## src/rtl/fifo_umbrales.sv

```systemverilog
// fifo_umbrales: per-lane synchronous FIFO with programmable almost-empty /
// almost-full thresholds and a sticky overflow/underflow error flag.
// Status flags are decoded from the registered occupancy count and the live
// threshold inputs, so they reflect contents as of the previous clock edge.
module fifo_umbrales #(
  parameter int DATA_WIDTH   = 6,
  parameter int ADDR_WIDTH   = 3,
  parameter int UMBRALES_L_H = 8
) (
  input  logic                    clk,
  input  logic                    reset,
  input  logic                    wr_enable,
  input  logic [DATA_WIDTH-1:0]   data_in,
  input  logic                    rd_enable,
  input  logic [UMBRALES_L_H-1:0] umbral_L,
  input  logic [UMBRALES_L_H-1:0] umbral_H,
  output logic [DATA_WIDTH-1:0]   data_out,
  output logic                    valid_out,
  output logic                    empty,
  output logic                    full,
  output logic                    almost_empty,
  output logic                    almost_full,
  output logic                    error_out,
  output logic [ADDR_WIDTH:0]     count
);

  localparam int DEPTH = 2 ** ADDR_WIDTH;
  // Threshold compares are done at the wider of count and threshold widths.
  localparam int CW = (ADDR_WIDTH + 1 > UMBRALES_L_H) ? ADDR_WIDTH + 1 : UMBRALES_L_H;
  localparam logic [ADDR_WIDTH-1:0] PTR_ONE  = ADDR_WIDTH'(1);
  localparam logic [ADDR_WIDTH:0]   CNT_ONE  = (ADDR_WIDTH + 1)'(1);
  localparam logic [ADDR_WIDTH:0]   CNT_FULL = (ADDR_WIDTH + 1)'(DEPTH);

  logic [DATA_WIDTH-1:0] mem_q [DEPTH];

  logic [ADDR_WIDTH-1:0] wr_ptr_q, wr_ptr_d;
  logic [ADDR_WIDTH-1:0] rd_ptr_q, rd_ptr_d;
  logic [ADDR_WIDTH:0]   count_q, count_d;
  logic [DATA_WIDTH-1:0] data_out_q, data_out_d;
  logic                  valid_out_q, valid_out_d;
  logic                  error_q, error_d;

  logic                  push_ok;
  logic                  pop_ok;
  logic [CW-1:0]         count_ext;
  logic [CW-1:0]         umbral_l_ext;
  logic [CW-1:0]         umbral_h_ext;

  assign count_ext    = CW'(count_q);
  assign umbral_l_ext = CW'(umbral_L);
  assign umbral_h_ext = CW'(umbral_H);

  assign empty        = (count_q == '0);
  assign full         = (count_q == CNT_FULL);
  assign almost_empty = (count_ext <= umbral_l_ext);
  assign almost_full  = (count_ext >= umbral_h_ext);

  assign data_out  = data_out_q;
  assign valid_out = valid_out_q;
  assign error_out = error_q;
  assign count     = count_q;

  // Decide which requests execute and compute next pointer/count/output state.
  always_comb begin
    pop_ok  = rd_enable && !empty;
    // A full FIFO still accepts a push when a pop frees a slot this cycle.
    push_ok = wr_enable && (!full || pop_ok);

    wr_ptr_d    = push_ok ? wr_ptr_q + PTR_ONE : wr_ptr_q;
    rd_ptr_d    = pop_ok  ? rd_ptr_q + PTR_ONE : rd_ptr_q;
    data_out_d  = pop_ok  ? mem_q[rd_ptr_q] : data_out_q;
    valid_out_d = pop_ok;

    count_d = count_q;
    unique case ({push_ok, pop_ok})
      2'b10:   count_d = count_q + CNT_ONE;
      2'b01:   count_d = count_q - CNT_ONE;
      default: count_d = count_q;
    endcase

    // Dropped push means overflow; pop on empty means underflow. Sticky.
    error_d = error_q | (wr_enable && !push_ok) | (rd_enable && empty);
  end

  // Control and output registers; reset wins over any request this cycle.
  always_ff @(posedge clk) begin
    if (reset) begin
      wr_ptr_q    <= '0;
      rd_ptr_q    <= '0;
      count_q     <= '0;
      data_out_q  <= '0;
      valid_out_q <= 1'b0;
      error_q     <= 1'b0;
    end else begin
      wr_ptr_q    <= wr_ptr_d;
      rd_ptr_q    <= rd_ptr_d;
      count_q     <= count_d;
      data_out_q  <= data_out_d;
      valid_out_q <= valid_out_d;
      error_q     <= error_d;
    end
  end

  // Storage array; contents survive reset since count hides them.
  always_ff @(posedge clk) begin
    if (!reset && push_ok) begin
      mem_q[wr_ptr_q] <= data_in;
    end
  end

endmodule

```

## config.mk

```make
export PLATFORM = sky130hd
export DESIGN_NAME = fifo_umbrales
export DESIGN_NICKNAME = d
export VERILOG_FILES = /design/src/rtl/fifo_umbrales.sv
export SDC_FILE = /design/constraint.sdc
export NUM_CORES = 1
export LEC_CHECK = 0
export ABC_CLOCK_PERIOD_IN_PS = 2170
export CORE_MARGIN = 2
export CORE_UTILIZATION = 30
export CTS_CLUSTER_DIAMETER = 60
export DETAILED_ROUTE_END_ITERATION = 8
export PLACE_DENSITY = 0.56
export SLEW_MARGIN = 20
export SYNTH_ARGS = -nofsm -noshare
export SYNTH_HDL_FRONTEND = slang
export SYNTH_SLANG_ARGS = --single-unit
```

## constraint.sdc

```tcl
create_clock -name clk -period 2.17 [get_ports clk]
set_clock_uncertainty 0.05 [all_clocks]
set_input_delay 0.434 -clock clk [delete_from_list [all_inputs] [get_ports clk]]
set_output_delay 0.434 -clock clk [all_outputs]
set_load 0.1 [all_outputs]
```

==> flow_summary_export.csv, run 1 <==
group,metric,value,unit
outcome,status,"complete, but fails checks",
outcome,violations,"negative setup slack",
grt,grt_pass1_wl,9770,microns
worst_setup_path,crit_start,"count[1]",
pwr,p_leak,0.001434,uW
grt,antenna_found_initial,0,
cells_and_area,diodes,0,
worst_setup_path,ff2ff_path_depth,9,
yosys,postSynthAreaPerCell,14.36,sq um
sta,fmax,0.4348,GHz
yosys,synthesis.nets,246,
cells_and_area,design_area,3998,sq um
placed_design,dpl.hpwl,4044,microns
worst_setup_path,arrival,1.82,ns
die,die-area,10720,sq um
cells_and_area,nets,313,
yosys,yosys.area_share.xor_xnor,0.02062,
die,io_pins,42,
clock_tree,cts_made_buffers,9,
cells_and_area,layout_commonest_cell,"edfxtp_1",
pwr,power.density,1266,nW/um^2
pwr,ir_drop,560.6,uV
sta,tns,-0.1298,ns
worst_setup_path,worstPathRequired,1.69,ns
route,ant_nets,0,
worst_hold_path,min_path_cells,2,
worst_setup_path,r2r-end,"count[3]",
sta,worst_slack,-0.1298,ns
worst_hold_path,hp-class,"flop to flop",
yosys,yosysSeqAreaShare,0.6061,
route,route.detailed.wl_per_inst,14.22,microns
worst_setup_path,regToRegSetupSlack,0.16,ns
yosys,synth-edff-count,48,
clock_tree,tritoncts,"built",
clock_tree,cts.sinks,66,
sta,finalHoldViolations,0,
clock_tree,cts.clk_slew.worst_paths,0.07,ns
yosys,ys_ff_latch,66,
placed_design,port_buffers,41,
cells_and_area,fill_cells,912,
worst_setup_path,startpoint_type,"flop",
die,rows,36,
yosys,synthFlopType,"edfxtp_1",
worst_setup_path,r2r_start,"count[0]",
worst_setup_path,crit_fanout,4,
placed_design,dp_cells,395,
yosys,synth_fa_ha_area_frac,0.05724,
yosys,syn_area,2973,sq um
worst_setup_path,path_class,"flop to primary output",
route,via_per_inst,4.549,
yosys,synth_compound_area_frac,0.07660,
route,dr.pass1.iters,4,
die,core_area,9684,sq um
sta,tightestPinTransition,0.4768,ns
route,drt_iter0_drc,61,
yosys,yosysTopAreaCell,"edfxtp_1",
sta,fin_crit,2.300,ns
cells_and_area,drive_gt1_frac,0.3369,
clock_tree,htree_levels,3,
yosys,ys_types,40,
yosys,syn_inst,207,
sta,fin_crit_sh,1.060,
grt,gr-total-overflow,0,
die,initial_core_util,0.3070,
route,wirelength,5859,microns
yosys,synth_top_family_by_area,"multiplexers",
yosys,synthSimpleGateAreaFrac,0.08502,
die,die_h,103.5,microns
route,num_vias,1874,
worst_setup_path,endpoint_kind,"primary output",
die,die_w,103.5,microns
clock_tree,postCtsHoldBufs,0,
sta,drv_slew,0,
placed_design,gp_congestion,0.7330,
cells_and_area,final_core_util,0.4128,
yosys,synth_mux_area_frac,0.1212,
clock_tree,clock_latency,0.33,ns
yosys,async_flop_share,0,
cells_and_area,area_growth,34.47,%
sta,setup_violations,1,
yosys,ys_top_cells_by_area,"edfxtp_1, dfxtp_1, mux4_2, ha_1, mux2i_1",
clock_tree,clock_path_buffers,2,
sta,slew_headroom,0.6817,
grt,groute.usage.overall,0.1159,
cells_and_area,final_cells,412,
yosys,synth_top_area_share,0.4848,
grt,grt_max_degree,19,
grt,grt_pass1_vias,1917,
route,route.detailed.drc,0,
placed_design,placed_area,3756,sq um
yosys,yosysWarnings,0,
pwr,total_power,5059,uW
sta,rsz0062_at_grt,"yes",
clock_tree,cts_root_buf,"clkbuf_8",
cells_and_area,mostFrequentLayoutCells,"edfxtp_1, buf_4, nor2_1, clkdlybuf4s50_1, dfxtp_1",
worst_setup_path,endpoint,"almost_empty",
run,maxCapViolations,0,
==> synthesized netlist by cell type (3+ instances only) <==
cell type / instances
a211oi_1: 7
a21oi_1: 5
buf_2: 4
clkbuf_1: 3
dfxtp_1: 18
edfxtp_1: 48
ha_1: 12
inv_1: 11
mux2i_1: 9
mux4_2: 12
nand2_1: 6
nand2b_1: 3
nor2_1: 24
nor3_1: 4
nor4_1: 3
o211ai_1: 3
o21ai_0: 3
xnor2_1: 4
xor2_1: 3
==> metrics by stage <==
stage / worst slack [ns] / hold WS [ns]
final: -0.1298 / 0.4349
after global routing: -0.1834 / 0.4757
after CTS: -0.1565 / 0.4476
after detailed placement: -0.4354 / 0.4306
after global placement: -0.4095 / 0.4196
after floorplan: -1.055 / 0.4829
==> area by class of cell <==
cell class,instances,area [sq um],share of cell area
Sequential cell,66,1817,0.4545
Multi-Input combinational cell,120,1191,0.2980
Timing Repair Buffer,66,606.8,0.1518
Tap cell,133,166.4,0.04163
Clock buffer,11,141.4,0.03537
Inverter,11,43.79,0.01095
Clock inverter,5,31.28,0.007825
==> critical path, cell delays in order (launching register included) <==
cell and delay, ns:
dfxtp_4 0.37, ha_4 0.21, nor2b_4 0.12, o21a_1 0.16
o21a_1 0.16, o211ai_1 0.25, buf_12 0.22
==> metal layers <==
metal / global-route usage / vias up / routed length [microns]
li1: - / 917 / -
met3: 0.02266 / 8 / 165
met4: 0.04923 / 0 / 76
met5: 0 / - / 0
met2: 0.1868 / 35 / 2796
met1: 0.1533 / 914 / 2821
==> worst min-delay path by stage <==
stage                  end  slack, ns         from
2_1_floorplan  mem_q[0][0]       0.48   data_in[0]
3_3_place_gp     error_out       0.42    error_out
3_5_place_dp     error_out       0.43    error_out
4_1_cts          error_out       0.45    error_out
5_1_grt        data_out[3]       0.48  data_out[3]
6_report         error_out       0.43    error_out
==> repair_timing <==
item	4_1_cts	5_1_grt
endpoints found under the setup margin	2	2
buffers inserted	1	0
pin swaps	5	1
gates resized for setup	14	5
==> cell families (layout without fill, tap and decap cells) <==
group           after synthesis  count (layout)
compound gates               28              28
flops                        66              66
buf+inv                      21              93
fa+ha+maj                    13              13
simple gates                 51              51
mux                          21              21
xor+xnor                      7               7
==> sequential cells by signal, summed over array words and instances (netlist names) <==
register / cells
count: 4
data_out: 6
error_out: 1
mem_q: 48
rd_ptr_q: 3
valid_out: 1
wr_ptr_q: 3
==> power breakdown <==
part / internal (uW) / switching (uW) / leakage (uW)
registers: 1500 / 95.0 / 0.000584
clock network: 442 / 452 / 0.0000891
logic: 950 / 1620 / 0.000761
Power figures use the tool's default switching activity.
==> inputs of run 2 (changes only) <==
Settings changed: CAP_MARGIN from default to 5.
==> results of run 2 <==
No change in the layout: final DEF, timing and power equal those of run 1.
